===== src/rtl/seq_restoring_divider_pkg.sv =====
`default_nettype none
// ============================================================================
// Module   : seq_restoring_divider_pkg
// Purpose  : Shared types and constants for the sequential restoring divider
// Revision : 1.0 - initial release
// ============================================================================
package seq_restoring_divider_pkg;

  // Operand/result width used when the top is instantiated without overrides
  localparam int c_default_width = 8;

  // Controller states; explicit width keeps the encoding stable across tools
  typedef enum logic [1:0] {
    S_IDLE = 2'd0,
    S_CALC = 2'd1,
    S_FIN  = 2'd2
  } state_t;

  // Iteration counter width: counts WIDTH-1 down to 0
  function automatic int cnt_width(input int w);
    return (w > 2) ? $clog2(w) : 1;
  endfunction

endpackage
`default_nettype wire


===== src/rtl/seq_restoring_divider_add_sub.sv =====
`default_nettype none
// ============================================================================
// Module   : add_sub_n
// Purpose  : N-bit ripple adder/subtractor. mode=1 adds, mode=0 subtracts
//            using the inverted operand plus a carry-in of 1.
// Revision : 1.0 - initial release
// ============================================================================
module add_sub_n #(
  parameter int N = 9
) (
  input  logic [N-1:0] a,
  input  logic [N-1:0] b,
  input  logic         mode,
  output logic [N-1:0] sum,
  output logic         carry
);

  logic [N:0]   w_c;
  logic [N-1:0] w_b;

  // Subtract is a + ~b + 1: invert b and inject the +1 as carry-in
  assign w_b    = mode ? b : ~b;
  assign w_c[0] = ~mode;

  // One full-adder cell per bit, carry rippling LSB to MSB
  generate
    for (genvar i = 0; i < N; i++) begin : g_bit
      assign sum[i]   = a[i] ^ w_b[i] ^ w_c[i];
      assign w_c[i+1] = (a[i] & w_b[i]) | (w_c[i] & (a[i] ^ w_b[i]));
    end
  endgenerate

  assign carry = w_c[N];

endmodule
`default_nettype wire


===== src/rtl/seq_restoring_divider.sv =====
`default_nettype none
// ============================================================================
// Module   : seq_restoring_divider
// Purpose  : Multi-cycle unsigned divider, one quotient bit per clock using a
//            restoring shift-subtract loop behind a start/done handshake.
// Revision : 1.0 - initial release
// ============================================================================
module seq_restoring_divider
  import seq_restoring_divider_pkg::*;
#(
  parameter int WIDTH = c_default_width
) (
  input  logic             clk,
  input  logic             rst_n,
  input  logic             start,
  input  logic [WIDTH-1:0] dividend,
  input  logic [WIDTH-1:0] divisor,
  output logic             ready,
  output logic             done,
  output logic [WIDTH-1:0] quotient,
  output logic [WIDTH-1:0] remainder,
  output logic             div_by_zero
);

  localparam int CNT_W = cnt_width(WIDTH);
  localparam logic [CNT_W-1:0] c_cnt_load = CNT_W'(WIDTH - 1);

  state_t           r_state;
  state_t           w_state_next;

  // Partial remainder. The extra top bit of the (WIDTH+1)-bit accumulator is
  // always zero between iterations (A < D), so only WIDTH bits are stored.
  logic [WIDTH-1:0] r_a;
  logic [WIDTH-1:0] r_q;
  logic [WIDTH-1:0] r_d;
  logic [CNT_W-1:0] r_cnt;

  logic [WIDTH:0]   w_s;
  logic [WIDTH:0]   w_t;
  logic             w_borrow;
  logic             w_carry_unused;
  logic [WIDTH-1:0] w_a_next;
  logic [WIDTH-1:0] w_q_next;

  // Shift next dividend bit into the partial remainder, then trial-subtract D
  assign w_s = {r_a, r_q[WIDTH-1]};

  add_sub_n #(
    .N     (WIDTH + 1)
  ) u_sub (
    .a     (w_s),
    .b     ({1'b0, r_d}),
    .mode  (1'b0),
    .sum   (w_t),
    .carry (w_carry_unused)
  );

  // Negative trial result (sum MSB set) means D did not fit: restore S
  assign w_borrow = w_t[WIDTH];
  assign w_a_next = w_borrow ? w_s[WIDTH-1:0] : w_t[WIDTH-1:0];
  assign w_q_next = {r_q[WIDTH-2:0], ~w_borrow};

  // Handshake flags decode straight from the state register
  assign ready = (r_state == S_IDLE);
  assign done  = (r_state == S_FIN);

  // State register
  always_ff @(posedge clk or negedge rst_n) begin
    if (!rst_n) r_state <= S_IDLE;
    else        r_state <= w_state_next;
  end

  // Next-state logic: zero divisor skips the iteration loop entirely
  always_comb begin
    w_state_next = r_state;
    case (r_state)
      S_IDLE:  if (start) w_state_next = (divisor != '0) ? S_CALC : S_FIN;
      S_CALC:  if (r_cnt == '0) w_state_next = S_FIN;
      S_FIN:   w_state_next = S_IDLE;
      default: w_state_next = S_IDLE;
    endcase
  end

  // Datapath: operand capture, per-cycle iteration, and result registers
  always_ff @(posedge clk or negedge rst_n) begin
    if (!rst_n) begin
      r_a         <= '0;
      r_q         <= '0;
      r_d         <= '0;
      r_cnt       <= '0;
      quotient    <= '0;
      remainder   <= '0;
      div_by_zero <= 1'b0;
    end else begin
      case (r_state)
        S_IDLE: begin
          if (start) begin
            if (divisor != '0) begin
              r_a         <= '0;
              r_q         <= dividend;
              r_d         <= divisor;
              r_cnt       <= c_cnt_load;
              div_by_zero <= 1'b0;
            end else begin
              quotient    <= '1;
              remainder   <= dividend;
              div_by_zero <= 1'b1;
            end
          end
        end
        S_CALC: begin
          r_a <= w_a_next;
          r_q <= w_q_next;
          if (r_cnt == '0) begin
            quotient  <= w_q_next;
            remainder <= w_a_next;
          end else begin
            r_cnt <= r_cnt - 1'b1;
          end
        end
        default: ;
      endcase
    end
  end

endmodule
`default_nettype wire


===== config.mk =====
export PLATFORM = sky130hd
export DESIGN_NAME = seq_restoring_divider
export DESIGN_NICKNAME = d
export VERILOG_FILES = /design/src/rtl/seq_restoring_divider_pkg.sv /design/src/rtl/seq_restoring_divider_add_sub.sv /design/src/rtl/seq_restoring_divider.sv
export SDC_FILE = /design/constraint.sdc
export NUM_CORES = 1
export LEC_CHECK = 0
export CORE_ASPECT_RATIO = 1.75
export CORE_MARGIN = 2
export CORE_UTILIZATION = 30
export CTS_CLUSTER_SIZE = 24
export DETAILED_ROUTE_END_ITERATION = 10
export PLACE_DENSITY_LB_ADDON = 0.12
export SYNTH_ARGS = -nofsm -noshare
export SYNTH_HDL_FRONTEND = slang
export SYNTH_SLANG_ARGS = --single-unit

===== constraint.sdc =====
create_clock -name clk -period 5.7 [get_ports clk]
set_input_delay 1.425 -clock clk [delete_from_list [all_inputs] [get_ports clk]]
set_output_delay 1.425 -clock clk [all_outputs]
set_load 0.05 [all_outputs]

==> metrics.cfg <==
[yosys]
ys_top_cells_by_area = dfrtp_1 50%, fa_1 6.1%, mux2_2 5.9%
synth_seq_cells = 46
synth_most_common_cell = dfrtp_1
seq_area_frac_synth = 0.501
synth_fp_nets = 239
synth_top_area_cell = dfrtp_1
yosysUniqueCellTypes = 33
netlist_area_um2 = 2300
synthTopCellsByCount = 46 x dfrtp_1, 20 x nand2_1, 19 x nor2_1
synthArstFlopShare = 1.00
synth_flop_cell = dfrtp_1
synth_top_area_share = 0.501
synth_edf_count = 0
avgSynthCellArea_um2 = 10.9
ys_warn_count = 0
synth_cells = 210

[clocking]
cts_max_level = 2
clk_latency_ns = 0.29
clk_path_buf_depth = 2
cts_made_buffers = 5
ctsHoldBuffers = 0
cts_resized = 0
cts_tree = built
root_buffer = clkbuf_16
post_cts_buffers = 0
cts.sinks = 46
clkSlewWorstSetupHoldPaths_ns = 0.06

[setup_path]
crit_slowest_cell = xnor2_1
timing.critical_path.mode_cell = fa_1
slowest_delay_ns = 0.47
critPathLaunchType = flip-flop
crit_path_cell_trace = inv_1, ha_1, inv_1, fa_1, inv_1, fa_1, fa_1, fa_1, fa_1, fa_1, inv_1, fa_1, xnor2_1, mux2_2, a211oi_1, a21o_1
worst-path-stages = 16
path_delay_family = adder cells
worstRegToRegCells = 16
critPathMaxFanout = 12
end_kind = flip-flop
arrival_ns = 4.65
required_ns = 5.94
crit_type = reg2reg
critPathBufInv = 4

[flow_run]
cap_violations = 0

[pwr]
leakage_nw = 1.24
p_sw_frac = 0.433
pwr-share-seq = 0.293
p_per_area_nw_per_um2 = 692
vdd_drop_max_mv = 0.193
switching_power_uw = 866
combPwrFrac = 0.538
p_clk_frac = 0.170
p_int_mw = 1.13

[cells_and_area]
n_fill_cell = 761
syn2layout_area_growth_pct = 25.8
nNetsFinal = 273
final_cell_area_um2 = 2890
drive_gt1_frac = 0.131
antenna_cells = 0

[timing]
setup_violations = 0
tns_ns = 0
worst_pin_slew_ns = 1.08
hold_viol = 0
timing.fmax_mhz = 226
finClkSkew_ns = 0.00846
layout_setup_ws_ns = 1.28
period_minus_slack_ns = 4.42
drv_slew = 0
max-slew-margin-rel = 0.278
layout_worst_path_cycle_share = 0.775
rsz0062_at_grt = no

[global_route]
grt_pass1_wl_mm = 8.22
grt_antenna_before_repair = 0
grt_util_all_layers = 0.128
grt_max_degree = 47
grt_overflow_total = 0
grt_pass1_vias = 1629

[detailed_routing]
ant_nets = 0
wire_per_inst_um = 14.3
route.vias.total = 1591
remaining_drc_errors = 0
wirelength_mm = 4.75
dr.pass1.iters = 4
drtIter0Drc = 43
vias_per_cell = 4.79

[floorplanning]
std_cell_rows = 42
ios = 38
fp.dieH_um = 120
dieArea_um2 = 8400
start_util = 0.306
coreArea_um2 = 7510
die_x_um = 70.2

[place]
place_area_um2 = 2720
portBuffers = 37
pre_cts_ws_ns = 1.30
gp_congestion = 0.759
dpl.hpwl_mm = 3.33

[min_path]
min_path_cells = 2
hold_path_class = reg2reg

[outcome]
status = finished clean

-- layout by cell type, fill, tap and decap left out, types with 2 or more instances in the layout --
| cell | instances |
|---|---|
| dfrtp_1 | 46 |
| inv_1 | 15 |
| nand2b_1 | 4 |
| nor4_4 | 2 |
| nor2b_1 | 2 |
| ha_1 | 3 |
| o21ai_0 | 14 |
| clkdlybuf4s50_1 | 36 |
| nor2_1 | 19 |
| mux2_2 | 12 |
| fa_1 | 7 |
| a211oi_2 | 2 |
| mux2i_1 | 3 |
| a21o_1 | 7 |
| nor3_1 | 8 |
| clkbuf_16 | 5 |
| nand2_1 | 20 |
| o22ai_1 | 8 |
| buf_4 | 3 |
| a211oi_1 | 12 |
| a21oi_1 | 2 |
-- layout make-up --
class	instances	area [µm²]	share of cell area
clock buffers	6	139	0.0481
clock inverters	1	30.0	0.0104
inverters	15	56.3	0.0195
multi-input cells	136	1020	0.352
flip-flops and latches	46	1150	0.398
well taps	88	110	0.0381
repair buffers	40	388	0.134
-- stage by stage --
step,utilization,instances,hold WS (ns),power [mW]
2_1_floorplan,-,210,0.479,1.41
5_1_grt,0.385,332,0.502,2.18
4_1_cts,0.385,332,0.481,2.04
6_report,0.385,332,0.474,2.00
3_3_place_gp,0.362,325,0.460,1.68
3_5_place_dp,0.362,325,0.466,1.69
-- cell families (layout without fill, tap and decap cells) --
group	Yosys count	in the layout	synth area share
DFF	46	46	0.501
muxes	15	15	0.0719
AOI/OAI and AO/OA	51	51	0.157
and+or+nand+nor	59	59	0.132
buffers and inverters	28	62	0.0566
adders and majority gates	10	10	0.0773
xor gates and xnor gates	1	1	0.00381
-- worst paths after layout --
kind	start	to	slack, ns
min in group asynchronous	rst_n	quotient[6]	1.22
hold reg to reg	quotient[7]	quotient[7]	0.47
hold / removal	quotient[7]	quotient[7]	0.47
setup / recovery	r_q[7]	remainder[2]	1.28
max in group asynchronous	rst_n	r_state[1]	4.05
setup reg to reg	r_q[7]	remainder[2]	1.28
-- sequential cells by signal, indices dropped and copies added (netlist names) --
signal / count
r_state: 2
div_by_zero: 1
quotient: 8
r_cnt: 3
remainder: 8
r_q: 8
r_d: 8
r_a: 8
-- power by group through the flow --
| stage | clock [mW] | combinational [mW] | sequential, mW |
|---|---|---|---|
| final | 0.339 | 1.07 | 0.585 |
| after global routing | 0.364 | 1.21 | 0.611 |
| after CTS | 0.352 | 1.10 | 0.587 |
| after detailed placement | 0 | 1.10 | 0.593 |
| after global placement | 0 | 1.09 | 0.591 |
| after floorplan | 0 | 0.631 | 0.774 |
-- routing by layer --
metal	track usage	up-vias	wire, µm
met4	0.0613	0	115
li1	-	787	-
met3	0.0327	8	193
met5	0	-	0
met1	0.150	762	2090
met2	0.215	34	2360
-- worst register-to-register path, stage by stage, from the launching register on --
cell      delay [ns]
dfrtp_1         0.36
inv_1           0.06
ha_1            0.19
inv_1           0.06
fa_1            0.15
inv_1           0.05
fa_1            0.38
fa_1            0.40
fa_1            0.39
fa_1            0.39
fa_1            0.37
inv_1           0.07
fa_1            0.17
xnor2_1         0.47
mux2_2          0.45
a211oi_1        0.27
a21o_1          0.11
Note: power is estimated with default switching activity, not from simulation.
